File: config.mk
export PLATFORM = sky130hd
export DESIGN_NAME = reg_base_flat
export DESIGN_NICKNAME = d
export VERILOG_FILES = /design/src/rtl/reg_base_pkg.sv /design/src/rtl/reg_base_if.sv /design/src/rtl/reg_base_rd_port.sv /design/src/rtl/reg_base.sv /design/src/flat_wrapper.sv
export SDC_FILE = /design/constraint.sdc
export NUM_CORES = 2
export LEC_CHECK = 0
export BUFFER_PORTS_ARGS = -buffer_cell sky130_fd_sc_hd__buf_2
export CAP_MARGIN = 20
export CELL_PAD_IN_SITES_DETAIL_PLACEMENT = 1
export CELL_PAD_IN_SITES_GLOBAL_PLACEMENT = 1
export CORE_ASPECT_RATIO = 2
export CORE_MARGIN = 4
export CORE_UTILIZATION = 48
export DETAILED_ROUTE_END_ITERATION = 8
export GPL_ROUTABILITY_DRIVEN = 0
export PLACE_DENSITY = 0.85
export SKIP_CTS_REPAIR_TIMING = 1
export SYNTH_ARGS = -nofsm -noshare
export SYNTH_HDL_FRONTEND = slang
export SYNTH_SLANG_ARGS = --single-unit
File: constraint.sdc
create_clock -name clk -period 2.6 [get_ports clk]
set_input_delay 0.52 -clock clk [delete_from_list [all_inputs] [get_ports clk]]
set_output_delay 0.52 -clock clk [all_outputs]
set_load 0.05 [all_outputs]
File: src/rtl/reg_base_pkg.sv
// ============================================================================
// reg_base_pkg : shared widths/types for the 16x32 register file.
// Optional feature macro: REG_BASE_ZERO_REG_EN (register 0 hardwired to zero).
// Revision: 1.0
// ============================================================================
`default_nettype none

package reg_base_pkg;
   localparam int DATA_W   = 32;
   localparam int ADDR_W   = 4;
   localparam int NUM_REGS = 2 ** ADDR_W;

   typedef logic [DATA_W-1:0] data_t;
   typedef logic [ADDR_W-1:0] addr_t;
   typedef data_t [NUM_REGS-1:0] regfile_t;

`ifdef REG_BASE_ZERO_REG_EN
   localparam bit ZERO_REG_EN = 1'b1;
`else
   localparam bit ZERO_REG_EN = 1'b0;
`endif
endpackage

`default_nettype wire

File: src/rtl/reg_base_if.sv
// ============================================================================
// reg_base_if : register-file access bus (decode side = master, regfile = slave).
// Revision: 1.0
// ============================================================================
`default_nettype none

interface reg_base_if;
   import reg_base_pkg::*;

   logic  Read;
   logic  Write;
   addr_t Ra;
   addr_t Rb;
   data_t Data;
   data_t OutA;
   data_t OutB;

   modport master (output Read, Write, Ra, Rb, Data, input  OutA, OutB);
   modport slave  (input  Read, Write, Ra, Rb, Data, output OutA, OutB);
endinterface

`default_nettype wire

File: src/rtl/reg_base_rd_port.sv
// ============================================================================
// reg_base_rd_port : one registered read port with write-first bypass and hold.
// Honours REG_BASE_ZERO_REG_EN via reg_base_pkg::ZERO_REG_EN.
// Revision: 1.0
// ============================================================================
`default_nettype none

module reg_base_rd_port
   import reg_base_pkg::*;
(
   input  logic     clk,
   input  logic     rst,
   input  logic     rd_en_i,
   input  logic     wr_en_i,
   input  addr_t    rd_addr_i,
   input  addr_t    wr_addr_i,
   input  data_t    wr_data_i,
   input  regfile_t regs_i,
   output data_t    rd_data_o
);

   data_t rd_data_q;
   data_t rd_data_d;

   // Zero-register check comes first so address 0 wins even over the bypass.
   always_comb begin
      rd_data_d = regs_i[rd_addr_i];
      if (ZERO_REG_EN && (rd_addr_i == '0)) begin
         rd_data_d = '0;
      end else if (wr_en_i && (wr_addr_i == rd_addr_i)) begin
         rd_data_d = wr_data_i;
      end
   end

   always_ff @(posedge clk) begin
      if (rst) begin
         rd_data_q <= '0;
      end else if (rd_en_i) begin
         rd_data_q <= rd_data_d;
      end
   end

   assign rd_data_o = rd_data_q;

endmodule

`default_nettype wire

File: src/rtl/reg_base.sv
// ============================================================================
// reg_base : 16 x 32-bit register file, one write port, two registered read ports.
// Optional macro REG_BASE_ZERO_REG_EN makes register 0 read as zero and drop writes.
// Revision: 1.0
// ============================================================================
`default_nettype none

module reg_base
   import reg_base_pkg::*;
(
   input  logic       clk,
   input  logic       rst,
   reg_base_if.slave  bus_io
);

   regfile_t regs_q;
   regfile_t regs_d;
   data_t    w_out_a;
   data_t    w_out_b;

   always_comb begin
      regs_d = regs_q;
      if (bus_io.Write && !(ZERO_REG_EN && (bus_io.Ra == '0))) begin
         regs_d[bus_io.Ra] = bus_io.Data;
      end
   end

   always_ff @(posedge clk) begin
      if (rst) begin
         regs_q <= '0;
      end else begin
         regs_q <= regs_d;
      end
   end

   // Ra doubles as the write address, so port A always sees the bypass on a write.
   reg_base_rd_port u_rd_a (
      .clk       (clk),
      .rst       (rst),
      .rd_en_i   (bus_io.Read),
      .wr_en_i   (bus_io.Write),
      .rd_addr_i (bus_io.Ra),
      .wr_addr_i (bus_io.Ra),
      .wr_data_i (bus_io.Data),
      .regs_i    (regs_q),
      .rd_data_o (w_out_a)
   );

   reg_base_rd_port u_rd_b (
      .clk       (clk),
      .rst       (rst),
      .rd_en_i   (bus_io.Read),
      .wr_en_i   (bus_io.Write),
      .rd_addr_i (bus_io.Rb),
      .wr_addr_i (bus_io.Ra),
      .wr_data_i (bus_io.Data),
      .regs_i    (regs_q),
      .rd_data_o (w_out_b)
   );

   assign bus_io.OutA = w_out_a;
   assign bus_io.OutB = w_out_b;

endmodule

`default_nettype wire

File: src/flat_wrapper.sv
// flat-port wrapper written by rule: the top's interface ports become plain ports
module reg_base_flat import reg_base_pkg::*;
  (clk, rst, bus_io_Read, bus_io_Write, bus_io_Ra, bus_io_Rb, bus_io_Data, bus_io_OutA, bus_io_OutB);
  reg_base_if bus_io_i ();
  input  logic clk;
  input  logic rst;
  input wire logic [$bits(bus_io_i.Read)-1:0] bus_io_Read;
  input wire logic [$bits(bus_io_i.Write)-1:0] bus_io_Write;
  input wire logic [$bits(bus_io_i.Ra)-1:0] bus_io_Ra;
  input wire logic [$bits(bus_io_i.Rb)-1:0] bus_io_Rb;
  input wire logic [$bits(bus_io_i.Data)-1:0] bus_io_Data;
  output wire logic [$bits(bus_io_i.OutA)-1:0] bus_io_OutA;
  output wire logic [$bits(bus_io_i.OutB)-1:0] bus_io_OutB;
  assign bus_io_i.Read = bus_io_Read;
  assign bus_io_i.Write = bus_io_Write;
  assign bus_io_i.Ra = bus_io_Ra;
  assign bus_io_i.Rb = bus_io_Rb;
  assign bus_io_i.Data = bus_io_Data;
  assign bus_io_OutA = bus_io_i.OutA;
  assign bus_io_OutB = bus_io_i.OutB;
  reg_base u_core (.clk(clk), .rst(rst), .bus_io(bus_io_i));
endmodule
After elaboration in Yosys (flattened, before gate mapping) --
Cells that the tools add are included.
Storage, ports and cells: flip-flop bits (word level) 576, input bits 44, output and inout port bits 64, logic and storage cells 33
Operators by class: magnitude comparators 3, eq/ne operators 1, mux-type cells 9, reduce and logical (&&, ||, !) cells 2
Operator list (count):
- bitwise mux 512 bit | 1
- binary-select mux 32 bit (select 4 bit) | 2
- 2-to-1 mux 32 bit | 5
- demux 32 bit (select 4 bit) | 1
- < comparator 4 x 5 -> 1 bit, second input constant | 2
- == test 4 bit | 1
- greater-or-equal comparator 4 x 1 -> 1 bit, second input constant | 1
- logical AND 1 bit | 2

Logic depth before layout (Yosys ltp) --
word-level depth 5, depth in mapped cells 9, depth with buffers taken out 4

By module --
A second synthesis with hierarchy kept.
Unflattened totals: cell total of the unflattened synthesis 2860, area, all modules 31347.6 µm²
By module, submodules not included:
- reg_base | times used 1, cells an instance 1772, area each 19869.1 µm², seq. area each 10249.8 µm²
- reg_base_rd_port | times used 2, cells an instance 544, area each 5739.3 µm², seq. area each 640.6 µm²

Worst setup path after synthesis --
OpenSTA, ideal clock, no wires.
kind input port to flip-flop, from in bus_io_Rb[0], to reg u_core.u_rd_b.rd_data_q[0], in the netlist u_core.u_rd_b.rd_data_o[0], setup time 119 ps, data arrival time 1979 ps, required time 2481 ps, setup slack 502 ps, stages 7, path buffers 3, cell sequence clkbuf_1 > buf_2 > buf_4 > mux4_2 > a22oi_1 > nand2_1 > o221a_1
On the way: cells in the longest elaborated chain, start to end 3, elaborated cells on any way between the ends 5, those cells by class eq/ne (1); mux (3); reduce/logical (1)
Ends and longest elaborated chain:
- start, declared | RTL line flat_wrapper.sv:10 | input wire logic [$bits(bus_io_i.Rb)-1:0] bus_io_Rb;
- binary-select mux 32 bit (select 4 bit) / == test 4 bit (equally long branches) | RTL line reg_base_rd_port.sv:27, reg_base_rd_port.sv:30
- 2-to-1 mux 32 bit (implied by the code) / logical AND 1 bit (equally long branches) | RTL line reg_base_rd_port.sv:27, reg_base_rd_port.sv:30
- 2-to-1 mux 32 bit (*) | RTL line reg_base_rd_port.sv:30 | end else if (wr_en_i && (wr_addr_i == rd_addr_i)) begin
- end signal, assigned | RTL line reg_base_rd_port.sv:39 | rd_data_q <= rd_data_d;
- end, declared | RTL line reg_base_rd_port.sv:22 | data_t rd_data_q;
Every way passes the cells marked *; elsewhere a longest branch is shown, timed or not. The select of a mux whose other input is x is not followed. A chain may end at the register's enable or synchronous reset.

Final worst setup path --
from in bus_io_Ra[0], to reg u_core.u_rd_a.rd_data_q[17], in the netlist u_core.u_rd_a.rd_data_o[17]
On the way: cells in the longest elaborated chain, start to end 3
Ends and longest elaborated chain:
- start, declared | RTL line flat_wrapper.sv:9 | input wire logic [$bits(bus_io_i.Ra)-1:0] bus_io_Ra;
- binary-select mux 32 bit (select 4 bit) | RTL line reg_base_rd_port.sv:27 | rd_data_d = regs_i[rd_addr_i];
- 2-to-1 mux 32 bit (implied by the code) | RTL line reg_base_rd_port.sv:27
- 2-to-1 mux 32 bit | RTL line reg_base_rd_port.sv:30
- end signal, assigned | RTL line reg_base_rd_port.sv:39
- end, declared | RTL line reg_base_rd_port.sv:22
Every way passes these cells. The select of a mux whose other input is x is not followed.

==> summary.md <==
| Metric | Value |
|---|---|
| Outcome | completed |
| Detail Placement HPWL | 79,500 um |
| Vias/cell | approximately 7.1 |
| Gr usage total | between 30% and 40% |
| DR pass1 iterations | 6 |
| Period Utilization, post-route | 80.7% |
| Net Sw Power | approximately 5400 uW |
| Number of global-route vias before repair | 30,900 |
| Post-Synth Simple-Gate Area | about 18% |
| Routed length per instance | 31.8 um |
| VDD IR max | 0.460 mV |
| Worst slew pin tran | 688 ps |
| P&R area growth vs syn | 13.1% |
| Vias | 29,000 |
| Final Util | 55.0% |
| Worst slew margin | 52.8% |
| Register area share after synthesis | about two fifths |
| Worst Hold Class | input port to flop |
| RR Endpoint | u_core.u_rd_a.rd_data_o[31] |
| Worst Path Class, Setup | input port to flop |
| Reg2reg path depth | 3 |
| F_max | 0.476 GHz |
| Fin. Hold Viols | 0 |
| Flop-to-flop setup slack | 870 ps |
| Max Slew Vio Count | 0 |
| Gr ovfl total | 0 |
| Post-synthesis mux area share | 20.9% |
| Async set-reset flop share out of synthesis | 0% |
| Synth Instances | 3,304 |
| Hold slack | 288 ps |
| Total power | ~20,000 uW |
| Routed wire length | 130,000 um |
| H-tree levels | 2 |
| Adder-Cell Fraction of Synth Area | 0% |
| Combinational Power Share | 11.3% |
| Largest net degree at the start of global routing | a little under 90 |
| Xor-xnor portion of the synthesized cell area | 0.122% |
| Worst Path Arrival | 2580 ps |
| Number of DRC markers in iteration 0 | ~3,600 |
| Initial antenna violation count | 2 |
| Synthesized area | 28,800 um2 |
| Nets | 3,321 |
| CP Capture Type | flop |
| Max-cap viol count | 0 |
| Flop pwr share | about 46% |
| Core ar. | between 50,000 and 60,000 um2 |
| CTS tree | built |
| Share of cells above drive strength 1 | about 20% |
| Predominant post-synthesis flop cell | dfxtp_1 |
| CP Max Fanout | 37 |
| Synth cell types | 34 |
| Reg-to-reg startpoint | u_core.regs_q[351] |
| Cts bufs inserted | 51 |
| Final antenna-violating net count | 0 |
| Crit path required time | 3080 ps |
| Port bufs | 107 |
| Clk_skew | 19.6 ps |
| Design area | 32,600 um2 |
| Clock Tree Buf Depth | 3 |
| Die area | 64,200 um2 |
| First-pass GRT wire length | 193,000 um |
| Post-DP Area | 30,800 um2 |
| DRC errors left | 0 |
| TritonCTS sink count | 576 |
| Die width | 181 um |
| Pint | 14,300 uW |
| Clock power frac | 42.4% |
| Root Buffer Master | clkbuf_16 |
| Hold EP | u_core.regs_q[442] |
| Chip Height | 354 um |
| Syn_area_per_cell | 8.72 um2 |
| Warnings, synthesis | 0 |
| Critical Path Source Type | input port |
| I/O pin count | 108 |
| Minimum clock period | 2100 ps |
| Hold depth | 2 |
| PD cells | approximately 600 nW/um2 |
| FP Rows | roughly 130 |
| Setup TNS | 0 ps |
| Seq cells post-synth | around 580 |
| Compound-cell area share of the yosys netlist | 15.5% |
| Clock Latency Late Sink | 620 ps |
| Sw Share | about 28% |
| Hold path start | rst |
| RSZ-0062 raised after global routing | no |
| Largest family of logic cells by synthesized area | multiplexers |
| Starting density of the core | 48.6% |
| Post-synth EDFFs | 0 |
| Total nets after synthesis | roughly 3,300 |
| Reg clk slew, reported paths | 70 ps |
| Pleak | around 0.011 uW |
| Endpoints failing setup | 0 |
cells in the mapped netlist (all sizes together) (2+ instances only):
| library cell | count | area share, % |
|---|---|---|
| xor2 | 4 | 0.12 |
| nand2b | 3 | 0.065 |
| nand2 | 1060 | 14 |
| a22oi | 64 | 1.7 |
| buf | 112 | 2.3 |
| nand3 | 11 | 0.19 |
| mux2i | 96 | 3.3 |
| inv | 3 | 0.039 |
| a21oi | 512 | 8.9 |
| nor3 | 8 | 0.16 |
| o21ai | 32 | 0.56 |
| nor2 | 131 | 1.7 |
| and3 | 6 | 0.13 |
| o221ai | 2 | 0.061 |
| mux4 | 224 | 18 |
| a211oi | 34 | 0.89 |
| or3 | 38 | 0.83 |
| or2 | 32 | 0.70 |
| clkbuf | 249 | 3.2 |
| and2 | 5 | 0.11 |
| nand3b | 2 | 0.052 |
| dfxtp | 576 | 40 |
| a21o | 31 | 0.81 |
| o221a | 32 | 1.3 |
| nor2b | 5 | 0.11 |
| a2111oi | 30 | 1.4 |
kinds of logic (layout without fill, tap and decap cells):
group,after synthesis,in the layout
mux,320,320
other cells,0,2
flops,576,576
compound gates,737,737
buf+inv,365,380
xor+xnor,4,4
simple gates,1302,1302
power by group through the flow:
| stage | clock (uW) | sequential (uW) | combinational, uW |
|---|---|---|---|
| final | 8340 | 9130 | 2220 |
| after global routing | 8710 | 9130 | 2280 |
| after CTS | 8340 | 9110 | 2150 |
| after detailed placement | 0 | 9320 | 2130 |
| after global placement | 0 | 9300 | 2070 |
| after floorplan | 0 | 9450 | 1160 |
stage by stage:
stage | worst slack (ps) | cells
floorplan | 502 | 3304
global placement | -34.1 | 3992
detailed placement | -39.2 | 3992
CTS | 583 | 4087
global route | 491 | 4088
finish | 501 | 4089
per-layer routing:
metal	share of wire [%]	track usage, %
met4	12	37.5
met2	46	61.8
met5	0.0085	0
met1	32	42.6
met3	11	8.81
final cells by class:
class,instances,area [um2]
Antenna cell,2,5.00
Clock buffer,67,1470
Clock inverter,28,318
Fill cell,6878,26700
Inverter,4,15.0
Multi-Input combinational cell,2363,15800
Sequential cell,576,11500
Tap cell,768,961
Timing Repair Buffer,281,2480
registers in the layout, indices dropped and copies added (netlist names):
signal                   flops
u_core.regs_q              512
u_core.u_rd_b.rd_data_o     32
u_core.u_rd_a.rd_data_o     32
worst max-delay path: stages:
cell and delay [ps]:
buf_8 310, buf_12 260, buf_4 180, mux2i_1 470, nor2_1 110, a2111oi_2 540
a211oi_1 140
how the worst max path moves through the flow:
stage | from | end | slack [ps]
final | bus_io_Ra[0] | u_core.u_rd_a.rd_data_o[17] | 500
after global routing | bus_io_Ra[0] | u_core.u_rd_a.rd_data_o[17] | 490
after CTS | bus_io_Ra[0] | u_core.u_rd_a.rd_data_o[17] | 580
after detailed placement | bus_io_Ra[0] | u_core.u_rd_a.rd_data_o[17] | -40
after global placement | bus_io_Ra[0] | u_core.u_rd_a.rd_data_o[17] | -30
after floorplan | bus_io_Rb[0] | u_core.u_rd_b.rd_data_o[0] | 500
layout by cell type, fill, tap and decap left out, types with 4 or more instances in the layout:
master and count:
a2111oi_0 9, o21ai_0 32, buf_2 100, or2_0 22, and3_2 6, a21oi_1 512
a21o_1 30, mux2i_1 96, clkbuf_16 53, o221a_1 32, clkinv_2 14, or3_2 6
mux4_2 224, nand2_1 1058, or2_1 10, xor2_1 4, dfxtp_1 576, buf_12 48
nor3_2 5, buf_4 129, a2111oi_2 21, clkbuf_8 10, nor2_1 128, nand3_2 9
a211oi_1 34, clkbuf_1 5, or3_1 32, a22oi_1 64, bufinv_16 6
No activity file was read; power rests on OpenSTA's default activity.
